--- src/rtl/load_event_pkg.sv ---
// Shared types and sizing helpers for the load-button event controller.
package load_event_pkg;

   typedef enum logic [1:0] {
      IDLE      = 2'd0,
      HOLD_WAIT = 2'd1,
      REPEAT    = 2'd2
   } state_e;

   // Timer width that can hold both terminal counts without wrapping.
   function automatic int unsigned timer_w(input int unsigned delay, input int unsigned period);
      int unsigned m;
      m = (delay > period) ? delay : period;
      return (m < 2) ? 1 : $clog2(m);
   endfunction

endpackage

--- src/rtl/load_event_ctrl_if.sv ---
// Captured-word output handshake between the event controller and its consumer.
interface load_event_ctrl_if #(
   parameter int unsigned DATA_W = 8
) ();
   logic              out_valid;
   logic              out_ready;
   logic [DATA_W-1:0] out_data;

   modport master (output out_valid, output out_data, input out_ready);
   modport slave  (input out_valid, input out_data, output out_ready);
endinterface

--- src/rtl/load_repeat_timer.sv ---
// Hold/repeat cycle counter with clear, enable and terminal-count compare against a selectable limit.
module load_repeat_timer #(
   parameter int unsigned TW = 4
) (
   input  logic          clk,
   input  logic          reset,
   input  logic          clr,
   input  logic          en,
   input  logic [TW-1:0] limit,
   output logic          tc_c
);
   logic [TW-1:0] cnt;

   always_ff @(posedge clk) begin
      if (reset || clr) begin
         cnt <= '0;
      end else if (en) begin
         cnt <= cnt + TW'(1);
      end
   end

   assign tc_c = (cnt == limit);
endmodule

--- src/rtl/load_event_ctrl.sv ---
// Turns the debounced load level into capture events (press + hold-to-repeat) and
// offers each captured switch word on a valid/ready output register.
module load_event_ctrl
   import load_event_pkg::*;
#(
   parameter int unsigned DATA_W        = 8,
   parameter int unsigned REPEAT_EN     = 1,
   parameter int unsigned REPEAT_DELAY  = 25_000_000,
   parameter int unsigned REPEAT_PERIOD = 5_000_000,
   parameter int unsigned CNT_W         = 8
) (
   input  logic                clk,
   input  logic                reset,
   input  logic                z_n,
   input  logic [DATA_W-1:0]   din,
   input  logic                ovr_clr,
   load_event_ctrl_if.master   out,
   output logic                repeat_active,
   output logic [CNT_W-1:0]    evt_count,
   output logic                overrun
);
   localparam int unsigned TW        = timer_w(REPEAT_DELAY, REPEAT_PERIOD);
   localparam logic [TW-1:0] DELAY_TC  = TW'(REPEAT_DELAY - 1);
   localparam logic [TW-1:0] PERIOD_TC = TW'(REPEAT_PERIOD - 1);
   localparam bit RPT = (REPEAT_EN != 0);

   state_e            state;
   state_e            state_nxt;
   logic              z_prev;
   logic              press_edge_c;
   logic              tc_c;
   logic              evt_c;
   logic              drop_c;
   logic              tmr_clr_c;
   logic              tmr_en_c;
   logic [TW-1:0]     tmr_limit_c;
   logic              out_valid_q;
   logic [DATA_W-1:0] out_data_q;

   // z_prev resets to "pressed" so a press held through reset cannot fire.
   assign press_edge_c = !z_n && z_prev;
   assign tmr_limit_c  = (state == REPEAT) ? PERIOD_TC : DELAY_TC;
   assign drop_c       = evt_c && out_valid_q && !out.out_ready;

   load_repeat_timer #(.TW(TW)) u_timer (
      .clk   (clk),
      .reset (reset),
      .clr   (tmr_clr_c),
      .en    (tmr_en_c),
      .limit (tmr_limit_c),
      .tc_c  (tc_c)
   );

   always_ff @(posedge clk) begin
      if (reset) begin
         state <= IDLE;
      end else begin
         state <= state_nxt;
      end
   end

   always_comb begin
      state_nxt = state;
      case (state)
         IDLE:      if (press_edge_c) state_nxt = HOLD_WAIT;
         HOLD_WAIT: begin
            if (z_n)              state_nxt = IDLE;
            else if (RPT && tc_c) state_nxt = REPEAT;
         end
         REPEAT:    if (z_n) state_nxt = IDLE;
         default:   state_nxt = IDLE;
      endcase
   end

   // Release beats a same-cycle expiry: the timer only runs while still held.
   always_comb begin
      evt_c     = 1'b0;
      tmr_clr_c = 1'b1;
      tmr_en_c  = 1'b0;
      case (state)
         IDLE: evt_c = press_edge_c;
         HOLD_WAIT, REPEAT: begin
            if (!z_n && RPT) begin
               if (tc_c) begin
                  evt_c = 1'b1;
               end else begin
                  tmr_clr_c = 1'b0;
                  tmr_en_c  = 1'b1;
               end
            end
         end
         default: ;
      endcase
   end

   always_ff @(posedge clk) begin
      if (reset) begin
         z_prev        <= 1'b0;
         repeat_active <= 1'b0;
         out_valid_q   <= 1'b0;
         out_data_q    <= '0;
         evt_count     <= '0;
         overrun       <= 1'b0;
      end else begin
         z_prev        <= z_n;
         repeat_active <= (state_nxt == REPEAT);
         if (evt_c && !drop_c) begin
            out_data_q  <= din;
            out_valid_q <= 1'b1;
            evt_count   <= evt_count + CNT_W'(1);
         end else if (out_valid_q && out.out_ready) begin
            out_valid_q <= 1'b0;
         end
         if (drop_c) begin
            overrun <= 1'b1;
         end else if (ovr_clr) begin
            overrun <= 1'b0;
         end
      end
   end

   assign out.out_valid = out_valid_q;
   assign out.out_data  = out_data_q;
endmodule

--- src/flat_wrapper.sv ---
// flat-port wrapper written by rule: the top's interface ports become plain ports
module load_event_ctrl_flat import load_event_pkg::*;
#(
   parameter int unsigned DATA_W        = 8,
   parameter int unsigned REPEAT_EN     = 1,
   parameter int unsigned REPEAT_DELAY  = 25_000_000,
   parameter int unsigned REPEAT_PERIOD = 5_000_000,
   parameter int unsigned CNT_W         = 8
)
  (clk, reset, z_n, din, ovr_clr, repeat_active, evt_count, overrun, out_out_valid, out_out_data, out_out_ready);
  load_event_ctrl_if #(.DATA_W(DATA_W)) out_i ();
  input  logic clk;
  input  logic reset;
  input  logic z_n;
  input  logic [DATA_W-1:0] din;
  input  logic ovr_clr;
  output logic repeat_active;
  output logic [CNT_W-1:0] evt_count;
  output logic overrun;
  output wire logic [$bits(out_i.out_valid)-1:0] out_out_valid;
  output wire logic [$bits(out_i.out_data)-1:0] out_out_data;
  input wire logic [$bits(out_i.out_ready)-1:0] out_out_ready;
  assign out_out_valid = out_i.out_valid;
  assign out_out_data = out_i.out_data;
  assign out_i.out_ready = out_out_ready;
  load_event_ctrl #(.DATA_W(DATA_W), .REPEAT_EN(REPEAT_EN), .REPEAT_DELAY(REPEAT_DELAY), .REPEAT_PERIOD(REPEAT_PERIOD), .CNT_W(CNT_W)) u_core (.clk(clk), .reset(reset), .z_n(z_n), .din(din), .ovr_clr(ovr_clr), .out(out_i), .repeat_active(repeat_active), .evt_count(evt_count), .overrun(overrun));
endmodule
--- config.mk ---
export PLATFORM = sky130hd
export DESIGN_NAME = load_event_ctrl_flat
export DESIGN_NICKNAME = d
export VERILOG_FILES = /design/src/rtl/load_event_pkg.sv /design/src/rtl/load_event_ctrl_if.sv /design/src/rtl/load_repeat_timer.sv /design/src/rtl/load_event_ctrl.sv /design/src/flat_wrapper.sv
export SDC_FILE = /design/constraint.sdc
export NUM_CORES = 1
export LEC_CHECK = 0
export BUFFER_PORTS_ARGS = -buffer_cell sky130_fd_sc_hd__buf_2
export CORE_MARGIN = 4
export CORE_UTILIZATION = 50
export CTS_BUF_LIST = sky130_fd_sc_hd__clkbuf_16
export DETAILED_ROUTE_END_ITERATION = 8
export GPL_ROUTABILITY_DRIVEN = 0
export PLACE_DENSITY = 0.71
export SYNTH_ARGS = -nofsm -noshare
export SYNTH_HDL_FRONTEND = slang
export SYNTH_HIERARCHICAL = 1
export SYNTH_SLANG_ARGS = --single-unit
--- constraint.sdc ---
create_clock -name clk -period 8.67 [get_ports clk]
set_input_delay 0.4335 -clock clk [delete_from_list [all_inputs] [get_ports clk]]
set_output_delay 0.4335 -clock clk [all_outputs]
set_load 0.03 [all_outputs]
==> metrics, run 1 <==
CP endpoint kind=register; Site Rows=25; outcome=completed; Critical Path, Cell by Cell=inv_1 -> ha_1 -> inv_1 -> xor2_1 -> nor4_1 -> nand4_1 -> nor4_1 -> a22oi_2 -> or3_1 -> or4_1 -> a21oi_1; number of global-route vias before repair=1,892; core area=4720 sq um; Routed Antenna Nets=0; largest family of logic cells by synthesized area=simple AND/OR/NAND/NOR gates; startpoint types=register; async set-or-reset flop fraction in the synthesized netlist=0%; deepest clock path buffer count=2; drc violations=0; Worst Path Max Fanout=18; Post-synth EDFFs=0; DIE AREA=6070 sq um; Clock Latency Late Sink=0.28 ns; Post-CTS Setup Bufs=0; Critical Path Max Stage Delay=0.72 ns; number of top-level pins=32; vias per cell=5.30; Ys Warns=6; via count=2,028; mux share of post-synthesis cell area=4.50%; leakage=1.13 nW; Detailed Routing Iterations Pass 1=4; CTS resizes=0; Total Wirelength=4850 um; Post-Syn Area=2440 sq um; crit path time final=3.92 ns; share of cells above drive strength 1=13.9%; Slew Limit Headroom=48.9%; port bufs=31; WP data arrival=4.13 ns; n_diodes=0; final max-slew violation count=0; HPWL after DPL=3370 um; Die W=77.9 um; Sum Neg Setup Slack=0 ns; RSZ-0062 raised after global routing=false; Cells after Synth=277; CTS clk-pin slew, worst paths=0.06 ns; Hold Buf Count CTS=0; Main synth FF type=dfxtp_1; sequential share of the synthesized area=38.5%; Initial Util=51.8%; final hold violations=0; fmax=0.255 GHz; Cell Count, Final, Fillers Out=383; synthesized area per cell=8.83 sq um; antenna violations before repair=0; Synth Area in Simple Gates=24.1%; H-tree Lvls=2; DIE HEIGHT=77.9 um; P per Cell Area=162 nW/um^2; TritonCTS Buffers=5; Final setup viols=0; Clock Skew=0.00253 ns; max cap viols=0; routed length per instance=12.7 um; first-pass GRT wire length=8490 um; Crit Path Category=register to register; fin nets=335; worst slew pin tran=0.760 ns; Synth cell types=40; worst path required time=8.88 ns; synth-to-layout area growth=15.3%; Inst Count DP=376; worst hold slack=0.382 ns; initial drt markers=99; total track usage=17.0%; Synth Area in XOR/XNOR=14.0%; post-synthesis adder-cell area fraction=3.07%; compound-cell area share of the yosys netlist=10.7%; clk root buf=clkbuf_16; FF+latch count, synth=47; Tcrit/Tclk final=45.2%; CTS Sinks=47; largest net degree at the start of global routing=25; TritonCTS clock tree=done; Slowest-stage cell, CP=or3_1; worst hold path class=input port to register; worst IR drop on VDD=0.0963 mV; GRT overflow=0
==> synthesized netlist by cell type, types with 9 or more instances <==
library cell  instances  share of area (%)
o21ai_0              10                2.0
xor2_1               21                7.5
dfxtp_1              47                 38
xnor2_1              18                6.4
inv_1                10                1.5
nand4_1              10                2.6
mux2i_1              11                4.5
nand3_1              13                2.7
nor2_1               32                4.9
a21oi_1              18                3.7
nand2_1               9                1.4
or3_1                10                2.6
==> metrics by stage <==
| stage | instance area (sq um) | total power, mW | setup WS (ns) | utilization (%) |
|---|---|---|---|---|
| floorplan | 2500 | 0.247 | 5.45 | - |
| global route | 2820 | 0.477 | 4.47 | 59.7 |
| finish | 2820 | 0.458 | 4.75 | 59.7 |
| detailed placement | 2660 | 0.254 | 4.82 | 56.3 |
| CTS | 2820 | 0.463 | 4.78 | 59.7 |
| global placement | 2660 | 0.254 | 4.92 | 56.3 |
==> final cells by class <==
class,instances,area (sq um)
clock buffers,5,125
clock inverters,2,33.8
fillers,417,1910
inverters,10,37.5
multi-input cells,221,1440
flip-flops and latches,47,941
well taps,67,83.8
repair buffers,31,155
==> critical path, delay by kind of cell, from the launching register on <==
| family | cells | cell delay, ns |
|---|---|---|
| simple gates | 5 | 2.42 |
| flops | 1 | 0.41 |
| buf+inv | 2 | 0.35 |
| fa+ha+maj | 1 | 0.28 |
| compound gates | 2 | 0.28 |
| xor+xnor | 1 | 0.11 |
==> layout by cell type (no fill, tap or decap), drive strengths merged <==
cell,instances
a21oi,18
nor2b,1
conb,17
a22o,1
xor2,21
xnor2,18
ha,6
or3,10
nor4,6
a211oi,1
a2111oi,1
nor2,32
a31oi,1
a32oi,1
a2bb2oi,1
or4b,1
clkbuf,5
o31ai,8
nand3,13
or2,2
and2,3
mux2i,11
bufinv,1
inv,11
and3,2
or4,8
buf,31
and4,5
nor3,1
o21ai,10
nand2,9
nand4,12
a22oi,1
dfxtp,47
==> path summary, 6_finish.rpt <==
check                                   start  slack (ns)                                   to  cells after the start
max                u_core/state[0]$_SDFF_PP0_        4.75     u_core/evt_count[7]$_SDFFE_PP0P_                     11
min                                    din[4]        0.38  u_core/out.out_data[4]$_SDFFE_PP0P_                      3
max reg2reg        u_core/state[0]$_SDFF_PP0_        4.75     u_core/evt_count[7]$_SDFFE_PP0P_                     11
min reg2reg  u_core/evt_count[7]$_SDFFE_PP0P_        0.48     u_core/evt_count[7]$_SDFFE_PP0P_                      2
==> registers in the layout, summed over array words and instances (netlist names) <==
signal and count:
u_core/out.out_data 8, u_core/u_timer/cnt 25, u_core/out.out_valid 1, u_core/evt_count 8, u_core/repeat_active 1, u_core/z_prev 1, u_core/overrun 1, u_core/state 2
==> cells by family (layout without fill, tap and decap cells) <==
family                   after synthesis  after routing
other                                  2             17
multiplexers                          11             11
buffers and inverters                 24             48
AO/OA/AOI/OAI                         43             43
flip-flops                            47             47
adder cells (fa/ha/maj)                6              6
AND/OR/NAND/NOR                      105            105
XOR/XNOR                              39             39
==> power breakdown <==
| part | internal, mW | switching (mW) |
|---|---|---|
| sequential | 0.219 | 0.00208 |
| combinational | 0.0113 | 0.0178 |
| clock | 0.133 | 0.0747 |
| total | 0.363 | 0.0946 |
==> per-layer routing <==
| layer | vias to the layer above | wire length, um | global-route usage [%] |
|---|---|---|---|
| met3 | 2 | 189 | 4.29 |
| met2 | 30 | 2280 | 26.9 |
| met5 | - | 0 | 0 |
| li1 | 1047 | - | - |
| met1 | 949 | 2350 | 22.5 |
| met4 | 0 | 28 | 6.12 |
Power figures use the tool's default switching activity.
==> run 2, diff against run 1 <==
==> constraint.sdc (replaced) <==
create_clock -name clk -period 3.9 [get_ports clk]
set_input_delay 0.195 -clock clk [delete_from_list [all_inputs] [get_ports clk]]
set_output_delay 0.195 -clock clk [all_outputs]
set_load 0.03 [all_outputs]
==> run 2 against run 1 <==
Utilization is 0.079 points lower. Critical path depth is 2 higher. Register-to-register slack worse by 4.2 ns. Sequential cell count stayed put. Sequential power is 120% higher. First-iteration DRC count is 12% higher. Sequential share of layout area hardly changed. Non-clock buffer count is 2 higher. Via count is 0.64% higher. Maximum frequency is 16% higher. Highest routed layer unchanged.
==> metrics, run 2 (synthesis gave the netlist of run 1 again) <==
H-tree Lvls=2 (unchanged); Clock Latency Late Sink=0.28 ns (about the same); first-pass GRT wire length=8580 um (+1.0%); Sum Neg Setup Slack=0 ns (unchanged); worst slew pin tran=0.518 ns (-0.242 ns); outcome=completed; clk root buf=clkbuf_16; Post-CTS Setup Bufs=0 (unchanged); synth-to-layout area growth=15.1%; vias per cell=5.29 (-0.14%); met3 Track Usage GR=4.18% (-0.12 points); most common cell after layout, fill and taps aside=dfxtp_1; Clock Skew=0.00714 ns (+0.00461 ns); n_diodes=0 (unchanged); fmax=0.296 GHz (+16%); CTS clk-pin slew, worst paths=0.06 ns (about the same); met2 Usage GRT=28.2% (+1.3 points); Routed Antenna Nets=0 (unchanged); Slew Limit Headroom=64.6% (+16 points); RR Startpoint=u_core/state[0]$_SDFF_PP0_; GRT overflow=0 (unchanged); TritonCTS clock tree=done; core area=4720 sq um (unchanged); HPWL after DPL=3500 um (+4.0%); gr busiest metal=met2; largest reg by FF count=u_core/u_timer/cnt; max cap viols=0 (unchanged); met1 GRT Util=21.9% (-0.58 points); Power Total=0.956 mW (+110%); Worst Path Max Fanout=12 (-6); CTS Sinks=47 (unchanged); leakage=1.12 nW (-0.57%); Initial Util=51.8% (unchanged); fin nets=337 (+0.60%); hold_sp=din[1]; TritonCTS Buffers=5 (unchanged); register area=941 sq um (unchanged); max FFs per register=25 (unchanged); antenna violations before repair=0 (unchanged); WP data arrival=3.59 ns (-0.54 ns); most frequent cells in the layout=dfxtp_1, nor2_1, buf_2; RSZ-0062 raised after global routing=false; Total Wirelength=4800 um (-0.89%); Tcrit/Tclk final=86.7% (+42 points); initial drt markers=111 (+12%); worst path required time=4.11 ns (-4.77 ns); startpoint types=register; final hold violations=0 (unchanged); worst hold path class=input port to register; Detailed Routing Iterations Pass 1=4 (unchanged); DIE AREA=6070 sq um (unchanged); number of global-route vias before repair=1,955 (+3.3%); CTS resizes=0 (unchanged); largest net degree at the start of global routing=25 (unchanged); share of cells above drive strength 1=14.4% (+0.50 points); number of top-level pins=32 (unchanged); via count=2,041 (+0.64%); total track usage=17.2% (+0.22 points); deepest clock path buffer count=2 (unchanged); Layout Utilization=59.6% (-0.079 points); DIE HEIGHT=77.9 um (unchanged); crit path time final=3.38 ns (-0.538 ns); Site Rows=25 (unchanged); layout filler cell count=416 (-0.24%); Final setup viols=0 (unchanged); port bufs=31 (unchanged); final max-slew violation count=0 (unchanged); CP startpoint=u_core/state[0]$_SDFF_PP0_; Crit Path Category=register to register; Die W=77.9 um (unchanged); area taken by multi-input logic gates=1440 sq um (unchanged); drc violations=0 (unchanged); Hold Buf Count CTS=0 (unchanged); CP endpoint kind=register; worst IR drop on VDD=0.271 mV (+180%); P per Cell Area=340 nW/um^2 (+110%); routed length per instance=12.4 um (-1.7%)
## run 2: cell types whose count changed in the layout (fill, tap and decap cells not counted)
cell        before  now
bufinv_16        1    0
clkinv_1         0    2
clkinvlp_4       0    1
buf_4            0    2
inv_1           11   10
## run 2: through the flow
stage	hold slack [ns]	instances	worst slack (ns)	area, sq um
final	0.146	386	0.518	2810
after global routing	0.152	386	0.180	2810
after CTS	0.138	386	0.522	2810
after detailed placement	0.434	378	0.555	2670
after global placement	0.426	378	0.676	2670
after floorplan	0.297	292	0.680	2500
## run 2: path summary, 6_finish.rpt
path / end / cells after the start / slack, ns
setup / recovery: u_core/evt_count[2]$_SDFFE_PP0P_ / 13 / 0.52
hold / removal: u_core/out.out_data[1]$_SDFFE_PP0P_ / 3 / 0.15
setup reg to reg: u_core/evt_count[2]$_SDFFE_PP0P_ / 13 / 0.52
hold reg to reg: u_core/evt_count[7]$_SDFFE_PP0P_ / 2 / 0.49
## run 2: layout make-up
type | count | area share (%)
Tap cell | 67 | 2.98
Sequential cell | 47 | 33.4
Inverter | 10 | 1.33
Clock buffer | 5 | 4.45
Timing Repair Buffer | 33 | 6.05
Multi-Input combinational cell | 221 | 51.2
Clock inverter | 3 | 0.534
## run 2: report_power, final
part / internal [mW] / leakage (nW) / total, mW / switching (mW)
clock network: 0.233 / 0.0649 / 0.401 / 0.168
registers: 0.486 / 0.380 / 0.490 / 0.00445
logic: 0.0257 / 0.676 / 0.0652 / 0.0396
## run 2: critical path: stages (launching register included)
cell     delay [ns]
dfxtp_1        0.39
inv_1          0.09
ha_1           0.27
inv_1          0.24
xor2_1         0.11
nor4_1         0.31
nand4_1        0.14
nor4_1         0.31
buf_4          0.19
a22oi_2        0.07
or3_1          0.49
buf_4          0.24
or3_1          0.31
a21oi_1        0.14
## run 2: metal layers
metal | up-vias | part of all wire (%)
met1 | 950 | 48
li1 | 1051 | -
met3 | 6 | 3.8
met5 | - | 0
met2 | 34 | 47
met4 | 0 | 1.2
==> run 3, diff against run 2 <==
--- a/config.mk
+++ b/config.mk
@@ -7,11 +7,10 @@
 export LEC_CHECK = 0
 export BUFFER_PORTS_ARGS = -buffer_cell sky130_fd_sc_hd__buf_2
 export CORE_MARGIN = 4
-export CORE_UTILIZATION = 50
+export CORE_UTILIZATION = 45
 export CTS_BUF_LIST = sky130_fd_sc_hd__clkbuf_16
 export DETAILED_ROUTE_END_ITERATION = 8
 export GPL_ROUTABILITY_DRIVEN = 0
-export PLACE_DENSITY = 0.71
 export SYNTH_ARGS = -nofsm -noshare
 export SYNTH_HDL_FRONTEND = slang
 export SYNTH_HIERARCHICAL = 1
==> run 3 against run 2 <==
Sequential power hardly changed. Sequential share of layout area is 0.41 points lower. Critical path depth grew 2. Final area is 1.2% higher. Clock power up 22%. Clock skew about the same. Via count shrank 1.8%. Combinational power about the same. Power rose by 9.5%. Maximum frequency is 1.5% lower. Critical path type unchanged. Largest cell class unchanged.
==> metrics, run 3 (synthesis gave the netlist of run 1 again) <==
most common cell after layout, fill and taps aside=dfxtp_1; Top delay family on crit path=simple AND/OR/NAND/NOR gates; Site Rows=26 (+4.0%); cell mode on critical path=inv_1; core area=5170 sq um (+9.5%); Power Total=1.05 mW (+9.5%); leakage=1.14 nW (+1.4%); worst hold slack=0.134 ns (-0.0120 ns); Crit Path Category=register to register; Routed Antenna Nets=0 (unchanged); TritonCTS Buffers=5 (unchanged); DIE AREA=6680 sq um (+10%); Tcrit/Tclk final=88.0% (+1.3 points); H-tree Lvls=2 (unchanged); RSZ-0062 raised after global routing=false; Critical Path, Cell by Cell=inv_1 -> ha_1 -> inv_1 -> xor2_1 -> nor4_1 -> nand4_1 -> nor4_1 -> buf_4 -> inv_1 -> nand3_1 -> inv_1 -> and4_1 -> nand4_4 -> or4_1 -> a21oi_1; Final setup viols=0 (unchanged); DIE HEIGHT=81.7 um (+4.9%); share of cells above drive strength 1=15.0% (+0.63 points); Clock Latency Late Sink=0.29 ns (about the same); Slowest-stage cell, CP=or4_1; Worst Path Max Fanout=13 (+1); HPWL after DPL=3490 um (-0.40%); worst IR drop on VDD=0.240 mV (-11%); WP data arrival=3.65 ns (+0.06 ns); number of global-route vias before repair=1,823 (-6.8%); n_diodes=0 (unchanged); CTS Sinks=47 (unchanged); crit path time final=3.43 ns (+0.0509 ns); antenna violations before repair=0 (unchanged); CP endpoint kind=register; vias per cell=5.15 (-2.5%); final hold violations=0 (unchanged); Detailed Routing Iterations Pass 1=4 (unchanged); initial drt markers=79 (-29%); via count=2,005 (-1.8%); Sum Neg Setup Slack=0 ns (unchanged); Post-CTS Setup Bufs=0 (unchanged); worst slew pin tran=0.467 ns (-0.0506 ns); CTS resizes=0 (unchanged); first-pass GRT wire length=8380 um (-2.3%); synth-to-layout area growth=16.5%; largest reg by FF count=u_core/u_timer/cnt; drc violations=0 (unchanged); startpoint types=register; Layout Utilization=55.1% (-4.5 points); CTS clk-pin slew, worst paths=0.07 ns (about the same); largest net degree at the start of global routing=25 (unchanged); Total Wirelength=4830 um (+0.58%); worst path required time=4.12 ns (about the same); max FFs per register=25 (unchanged); deepest clock path buffer count=2 (unchanged); Slew Limit Headroom=68.0% (+3.5 points); final max-slew violation count=0 (unchanged); Critical Path Max Stage Delay=0.56 ns (+0.07 ns); worst hold path class=input port to register; number of top-level pins=32 (unchanged); WP buf/inv=5 (+1); total track usage=16.0% (-1.2 points); Clock Skew=0.00721 ns (+0.0000675 ns); TritonCTS clock tree=done; max cap viols=0 (unchanged); port bufs=31 (unchanged); outcome=completed; Die W=81.7 um (+4.9%); most frequent cells in the layout=dfxtp_1, nor2_1, buf_2; Initial Util=47.3% (-4.5 points); clk root buf=clkbuf_16; fin nets=337 (unchanged); fmax=0.291 GHz (-1.5%); routed length per instance=12.4 um (-0.19%); Hold Buf Count CTS=0 (unchanged); P per Cell Area=368 nW/um^2 (+8.1%); GRT overflow=0 (unchanged)
run 3: cell types whose count changed in the layout (fill, tap and decap cells not counted):
cell / change
clkinv_1: -2
bufinv_16: +1
inv_6: +1
run 3: path summary, 6_finish.rpt:
| check | from | endpoint | slack (ns) | depth (start not counted) |
|---|---|---|---|---|
| worst max register to register | u_core/state[0]$_SDFF_PP0_ | u_core/u_timer/cnt[22]$_SDFFE_PP0P_ | 0.47 | 15 |
| worst min-delay path | din[3] | u_core/out.out_data[3]$_SDFFE_PP0P_ | 0.13 | 3 |
| worst min register to register | u_core/evt_count[7]$_SDFFE_PP0P_ | u_core/evt_count[7]$_SDFFE_PP0P_ | 0.49 | 2 |
| worst max-delay path | u_core/state[0]$_SDFF_PP0_ | u_core/u_timer/cnt[22]$_SDFFE_PP0P_ | 0.47 | 15 |
run 3: worst reg2reg max path, delay by kind of cell, from the launching register on:
family	cells	cell delay (ns)
and+or+nand+nor	7	1.56
AOI/OAI and AO/OA	1	0.15
DFF	1	0.42
adders and majority gates	1	0.27
buffers and inverters	5	0.77
xor gates and xnor gates	1	0.20
run 3: power by group:
| part | switching, mW | internal, mW |
|---|---|---|
| logic | 0.0399 | 0.0256 |
| clock network | 0.187 | 0.304 |
| registers | 0.00488 | 0.485 |
| total | 0.231 | 0.816 |
run 3: layer usage:
layer / vias to the layer above / track usage [%] / share of wire (%)
li1: 1050 / - / -
met1: 925 / 23.2 / 53
met2: 23 / 22.9 / 42
met3: 7 / 3.62 / 2.9
met4: 0 / 6.15 / 1.5
met5: - / 0 / 0
run 3: final cells by class:
cell class / instances / area (sq um)
fill: 497 / 2320
multi-input combinational: 221 / 1440
sequential: 47 / 941
timing repair buffer: 33 / 170
clock buffer: 5 / 125
tap: 70 / 87.6
clock inverter: 3 / 46.3
inverter: 10 / 37.5
run 3: through the flow:
step	area, sq um	worst slack (ns)	cells
floorplan	2500	0.680	292
global placement	2680	0.584	381
detailed placement	2680	0.487	381
CTS	2850	0.468	389
global route	2850	0.159	389
finish	2850	0.467	389
